**src/rtl/seg7_count_display.sv**
```systemverilog
// Samples a glitchy asynchronous 4-bit counter value, debounces it, and drives
// a two-digit multiplexed seven-segment display with blank slots between digits.
module seg7_count_display #(
  parameter int unsigned SCAN_DIV        = 200,
  parameter int unsigned BLANK_CYC       = 4,
  parameter int unsigned STABLE_CYC      = 4,
  parameter bit          SEG_ACTIVE_LOW  = 1'b1,
  parameter bit          DIG_ACTIVE_LOW  = 1'b0,
  parameter bit          LEAD_ZERO_BLANK = 1'b1
) (
  input  logic       clk,
  input  logic       reset,
  input  logic [3:0] count_in,
  input  logic       enable,
  output logic [6:0] seg,
  output logic       dp,
  output logic [1:0] digit_en,
  output logic [3:0] value,
  output logic       value_valid
);

  localparam int unsigned MAX_SLOT = (SCAN_DIV > BLANK_CYC) ? SCAN_DIV : BLANK_CYC;
  localparam int unsigned TW       = $clog2(MAX_SLOT + 1);
  localparam int unsigned SW       = $clog2(STABLE_CYC + 1);
  localparam logic [6:0]  SEG_OFF  = SEG_ACTIVE_LOW ? 7'h7F : 7'h00;
  localparam logic [1:0]  DIG_OFF  = DIG_ACTIVE_LOW ? 2'b11 : 2'b00;

  typedef enum logic [1:0] {SHOW_ONES, BLANK_A, SHOW_TENS, BLANK_B} state_t;

  logic [3:0]    s1, s2;
  logic [SW-1:0] stable_cnt, stable_next;
  logic          accept;

  state_t        state, state_n;
  logic [TW-1:0] timer, timer_n;
  logic          slot_last;
  logic          tens;
  logic [3:0]    ones;
  logic [6:0]    seg_raw, seg_n;
  logic [1:0]    dig_raw, dig_n;

  function automatic logic [6:0] seg_pat(input logic [3:0] d);
    case (d)
      4'd0:    seg_pat = 7'h3F;
      4'd1:    seg_pat = 7'h06;
      4'd2:    seg_pat = 7'h5B;
      4'd3:    seg_pat = 7'h4F;
      4'd4:    seg_pat = 7'h66;
      4'd5:    seg_pat = 7'h6D;
      4'd6:    seg_pat = 7'h7D;
      4'd7:    seg_pat = 7'h07;
      4'd8:    seg_pat = 7'h7F;
      4'd9:    seg_pat = 7'h6F;
      default: seg_pat = 7'h00;
    endcase
  endfunction

  // Stability count includes the sample entering s2 this edge, so acceptance
  // lands 2 + STABLE_CYC edges after a clean input change.
  always_comb begin
    stable_next = stable_cnt;
    if (s1 != s2)
      stable_next = '0;
    else if (stable_cnt != SW'(STABLE_CYC))
      stable_next = stable_cnt + SW'(1);
    accept = (stable_next == SW'(STABLE_CYC)) && (s2 != value);
  end

  always_ff @(posedge clk) begin
    if (reset) begin
      s1          <= '0;
      s2          <= '0;
      stable_cnt  <= '0;
      value       <= '0;
      value_valid <= 1'b0;
    end else begin
      s1          <= count_in;
      s2          <= s1;
      stable_cnt  <= stable_next;
      value_valid <= accept;
      if (accept)
        value <= s2;
    end
  end

  assign tens = (value >= 4'd10);
  assign ones = tens ? value - 4'd10 : value;

  always_ff @(posedge clk) begin
    if (reset) begin
      state <= SHOW_ONES;
      timer <= '0;
    end else begin
      state <= state_n;
      timer <= timer_n;
    end
  end

  // Scan sequencing and the next display drive for the current slot.
  always_comb begin
    state_n   = state;
    timer_n   = timer + TW'(1);
    seg_raw   = 7'h00;
    dig_raw   = 2'b00;
    slot_last = 1'b0;
    case (state)
      SHOW_ONES: begin
        dig_raw   = 2'b01;
        seg_raw   = seg_pat(ones);
        slot_last = (timer == TW'(SCAN_DIV - 1));
        if (slot_last) state_n = (BLANK_CYC == 0) ? SHOW_TENS : BLANK_A;
      end
      BLANK_A: begin
        slot_last = (BLANK_CYC == 0) || (timer == TW'(BLANK_CYC - 1));
        if (slot_last) state_n = SHOW_TENS;
      end
      SHOW_TENS: begin
        if (!LEAD_ZERO_BLANK || tens) begin
          dig_raw = 2'b10;
          seg_raw = seg_pat({3'b000, tens});
        end
        slot_last = (timer == TW'(SCAN_DIV - 1));
        if (slot_last) state_n = (BLANK_CYC == 0) ? SHOW_ONES : BLANK_B;
      end
      BLANK_B: begin
        slot_last = (BLANK_CYC == 0) || (timer == TW'(BLANK_CYC - 1));
        if (slot_last) state_n = SHOW_ONES;
      end
      default: begin
        slot_last = 1'b1;
        state_n   = SHOW_ONES;
      end
    endcase
    if (slot_last)
      timer_n = '0;
    if (!enable) begin
      state_n = SHOW_ONES;
      timer_n = '0;
      seg_raw = 7'h00;
      dig_raw = 2'b00;
    end
    seg_n = SEG_ACTIVE_LOW ? ~seg_raw : seg_raw;
    dig_n = DIG_ACTIVE_LOW ? ~dig_raw : dig_raw;
  end

  always_ff @(posedge clk) begin
    if (reset) begin
      seg      <= SEG_OFF;
      dp       <= SEG_ACTIVE_LOW;
      digit_en <= DIG_OFF;
    end else begin
      seg      <= seg_n;
      dp       <= SEG_ACTIVE_LOW;
      digit_en <= dig_n;
    end
  end

endmodule

```
**config.mk**
```make
export PLATFORM = sky130hd
export DESIGN_NAME = seg7_count_display
export DESIGN_NICKNAME = d
export VERILOG_FILES = /design/src/rtl/seg7_count_display.sv
export SDC_FILE = /design/constraint.sdc
export NUM_CORES = 1
export LEC_CHECK = 0
export CORE_MARGIN = 1
export CORE_UTILIZATION = 48
export CTS_CLUSTER_DIAMETER = 200
export DETAILED_ROUTE_END_ITERATION = 10
export GPL_ROUTABILITY_DRIVEN = 0
export HOLD_SLACK_MARGIN = 0.02
export PLACE_DENSITY = 0.84
export SETUP_SLACK_MARGIN = 0.2
export SLEW_MARGIN = 20
export SYNTH_ARGS = -nofsm -noshare
export SYNTH_HDL_FRONTEND = slang
export SYNTH_SLANG_ARGS = --single-unit
```
**constraint.sdc**
```tcl
create_clock -name clk -period 1.71 [get_ports clk]
set_clock_uncertainty 0.05 [all_clocks]
set_input_delay 0.342 -clock clk [delete_from_list [all_inputs] [get_ports clk]]
set_output_delay 0.342 -clock clk [all_outputs]
set_load 0.01 [all_outputs]
```
======== Yosys cells after proc, flatten, opt, wreduce, memory -nomap -nowiden ========
Memory sizes are Yosys's and may differ from the RTL's.
Cells that the tools add are included.
operators by class
  add/subtract/negate cells ............... 3
  multiply operators ...................... 0
  divide/modulo/power cells ............... 0
  magnitude comparators ................... 1
  eq/ne operators ......................... 13
  shifts and indexed selects .............. 0
  multiplexer cells ....................... 14
  bitwise gates (word level) .............. 2
  reductions and logical operators ........ 7
operator list
  cell                 count
  $pmux 7 s2           1
  $mux 2               5
  $mux 3               3
  $add 8x1->8 const B  1
  $eq 8x2->1 const B   1
  $eq 8x8->1 const B   1
  $ne 2x2->1 const B   4
  $ne 4x4->1           2
  $pmux 2 s4           1
  $mux 7               1
  $not 7->7            1
  $reduce_or 2->1      3
  $eq 2x2->1 const B   2
  $ge 4x4->1 const B   1
  $mux 4               1
  $pmux 2 s2           1
  $reduce_and 4->1     1
  $sub 4x4->4 const B  1
  $add 3x1->3 const B  1
  $eq 3x3->1 const B   1
  $ne 3x3->1 const B   1
  $reduce_or 3->1      1
  $eq 2x1->1 const B   1
  $logic_not 2->1      1
  3 further kinds      3
word-level totals
  register bits ........................... 35
  latch bits .............................. 0
  bits in writable memories ............... 0
  bits in read-only memories .............. 112
  input port bits ......................... 7
  output and inout port bits .............. 15
  word-level logic and storage cells ...... 50
  memories kept ........................... 1
memories
  memory           depth  bits a word  read ports  clocked after Yosys merged registers in  wr ports  line  RTL
  (no name shown)  16     7            1           0                                        0         43    case (d)

======== Logic depth before layout (Yosys ltp) ========
An unclocked memory read counts as a cell.
  depth after elaboration ................. 6
  gate-level depth with buffers ........... 7
  depth with buffers taken out ............ 6

======== Least setup slack after synthesis ========
Ideal clock, no wire load.
  path type ............................... register -> register
  start ................................... register stable_cnt[0]
  end ..................................... register value[0]
  setup time .............................. 72 ps
  arrival ................................. 1742 ps
  required time ........................... 1588 ps
  path slack .............................. -154 ps
  stages on the path, launching flop included .. 7
  path buffers ............................ 0
  clock period less this slack ............ 1864 ps
  cell sequence ........................... dfxtp_1 -> inv_1 -> ha_1 -> or3b_1 -> a31o_1 -> nor4_4 -> mux2i_1
between the ends
  word-level cells in the longest chain between the ends .. 5
ends and longest elaborated chain
  what                                              line    RTL
  start, declared                                   31      logic [SW-1:0] stable_cnt, stable_next;
  start signal, assigned                            79      stable_cnt <= stable_next;
  $add 3x1->3 / $ne 3x3->1 (equally long branches)  65, 64
  $mux 3 *                                          64      else if (stable_cnt != SW'(STABLE_CYC))
  $mux 3 *                                          62      if (s1 != s2)
  $eq 3x3->1 *                                      66      accept = (stable_next == SW'(STABLE_CYC)) && (s2 != value);
  $logic_and 1x1->1 *                               66
  end signal, assigned                              74      value <= '0;
  end signal, assigned                              82      value <= s2;
  end, declared                                     18      output logic [3:0] value,
Mark *: on every way between the ends. The rest lies on a longest branch, timed or not.
A chain may end at the register's enable or synchronous reset.

======== Worst setup path after layout ========
Ends and elaborated chain as after synthesis.

==> impl_metrics.ini <==
[yosys]
ys_async_sr_fraction_pct = 0
ys.flop_type = dfxtp_1
avgSynthCellArea_sq_um = 9.298
synthCells = 174
synth_area_sq_um = 1618
synth_edf_count = 0
seq_area_frac_synth_pct = 43.31
synth_nets = 192
yosys_warnings = 0
yosys_register_bits = 35
ys_types = 37

[floorplan]
die_x_microns = 60.06
die_y_microns = 60.06
io_pins = 22
die_area_sq_um = 3607
start_util_pct = 51.72
fp-row-count = 20
core_sq_um = 3128

[place]
place_hpwl_mm = 2.397
dp_cells = 247
dp_slack_ns = -0.1660
io_buffers = 20
dpl-instance-area_sq_um = 2017

[finish]
layout.nets = 236
area_delta_synth_final_pct = 38.90
layout_commonest_cell = dfxtp_1
final_cell_mix = dfxtp_1, buf_4, nor2_1, dfxtp_2
fin_cells = 263
final_util_pct = 71.84
drive_gt1_share_pct = 30.59
final_design_area_no_fill_sq_um = 2247
antenna_cells = 0

[clock_network]
clock-sinks = 35
cts_buffers = 5
clk_path_buf_depth = 2
h-tree-depth = 2
cts_tree = done
cts_root_buffer = clkbuf_4
clk_pin_slew_worst_paths_ns = 0.12
clkLatencyLatePin_ns = 0.35

[sta]
setup_ws_ns = -0.03632
final.period_utilization_pct = 102.1
timing.fmax_mhz = 572.6
tns_ns = -0.1311
report.final.slew_viol_count = 0
hold_slack_ns = 0.4357
finalSetupViolations = 4
rsz0062_at_grt = true
finalCriticalPeriod_ns = 1.746
timing.final.hold_violations = 0

[hold_path]
min_path_type = flop to flop

[grt]
grt_overflow = 0
grt_antenna_before_repair = 0
track_usage_pct = 23.24
grt_max_degree = 20
grt_pass1_wl_mm = 5.940
grt_pass1_vias = 1362

[drt]
wl_per_cell_microns = 13.38
vias_per_cell = 5.171
wirelength_mm = 3.519
first_pass_iters = 4
drc = 0
final_antenna_net_count = 0
vias = 1360
initialDrtViolationCount = 59

[power_and_ir_drop]
switchingPower_mw = 0.3617
seq_power_share_pct = 52.4
power_frac_clock_pct = 39.6
finalPower_mw = 1.623
peakVddDrop_mv = 0.6014
power_frac_comb_pct = 7.9
power_density_nw_per_um2 = 722.0
p_leak_nw = 0.9055
internal_power_mw = 1.261
switching_share_pct = 22.29

[worst_setup_path]
arrival_ns = 1.98
endpoint_kind = flop
critPathKind = flop to flop
start_kind = flop
path_max_fanout = 5
required_ns = 1.95

[job]
cap_violations = 0

[outcome]
status = finished, violations left
violations = setup timing
cell usage after synthesis (2+ instances only):
cell type | n | area, sq um
or3_1 | 2 | 12.51
clkbuf_1 | 3 | 11.26
nor4_1 | 2 | 12.51
dfxtp_1 | 35 | 700.7
mux2i_1 | 5 | 50.05
nor3_1 | 4 | 20.02
and2_1 | 3 | 18.77
nor2_1 | 14 | 52.55
nand2_1 | 6 | 22.52
nand3b_1 | 2 | 15.01
nand2b_1 | 10 | 62.56
nand3_1 | 8 | 40.04
and3_1 | 3 | 18.77
a21oi_1 | 7 | 35.03
xor2_1 | 8 | 70.07
o21a_1 | 2 | 15.01
ha_1 | 11 | 137.6
o21ai_0 | 7 | 35.03
inv_1 | 10 | 37.54
xnor2_1 | 6 | 52.55
nor2b_1 | 10 | 62.56
power groups by stage:
stage / sequential [mW] / combinational [mW] / clock, mW
2_1_floorplan: 0.873 / 0.0683 / 0
3_3_place_gp: 0.869 / 0.122 / 0
3_5_place_dp: 0.871 / 0.127 / 0
4_1_cts: 0.853 / 0.129 / 0.658
5_1_grt: 0.854 / 0.142 / 0.704
6_report: 0.851 / 0.129 / 0.643
timing repair:
| action | in CTS | in global routing |
|---|---|---|
| hold buffers | 0 | 0 |
| gates resized for setup | 45 | 9 |
| endpoints found under the setup margin | 34 | 24 |
| setup buffers | 7 | 1 |
| pin swaps | 10 | 7 |
final timing paths:
check | endpoint | slack [ns] | from | cells past startpoint
setup / recovery | value[0] | -0.04 | stable_cnt[0] | 7
hold / removal | s2[2] | 0.44 | s1[2] | 1
setup reg to reg | value[0] | -0.04 | stable_cnt[0] | 7
hold reg to reg | s2[2] | 0.44 | s1[2] | 1
final cells by class:
class / instances / area [sq um]
Clock buffer: 6 / 51.30
Clock inverter: 2 / 38.79
Fill cell: 215 / 880.8
Inverter: 10 / 40.04
Multi-Input combinational cell: 124 / 978.4
Sequential cell: 35 / 718.2
Tap cell: 44 / 55.05
Timing Repair Buffer: 42 / 365.4
metal layers:
metal  track usage (%)  share of wire [%]  vias to the layer above
li1                  -                  -                      668
met1             22.62                 39                      649
met2             42.70                 54                       31
met3             8.442                3.8                       12
met4             11.63                3.0                        0
met5                 0                  0                        -
registers in the layout (all words and copies together), names as in the netlist:
| register | flops |
|---|---|
| stable_cnt | 3 |
| state | 2 |
| s2 | 4 |
| value | 4 |
| timer | 8 |
| digit_en | 2 |
| value_valid | 1 |
| seg | 7 |
| s1 | 4 |
critical path, cell delays in order, from the launching register on:
cell	delay, ns
dfxtp_2	0.36
inv_2	0.05
ha_4	0.15
or3b_1	0.38
a31o_1	0.22
nor4_4	0.12
buf_4	0.18
mux2i_1	0.17
logic make-up after synthesis:
| group | Yosys count | synth area share (%) |
|---|---|---|
| xor+xnor | 14 | 7.579 |
| simple gates | 69 | 24.13 |
| flops | 35 | 43.31 |
| compound gates | 23 | 8.662 |
| fa+ha+maj | 11 | 8.507 |
| buf+inv | 15 | 3.790 |
| mux | 6 | 3.790 |
| other cells | 1 | 0.2318 |
(Power assumes the default switching activity.)
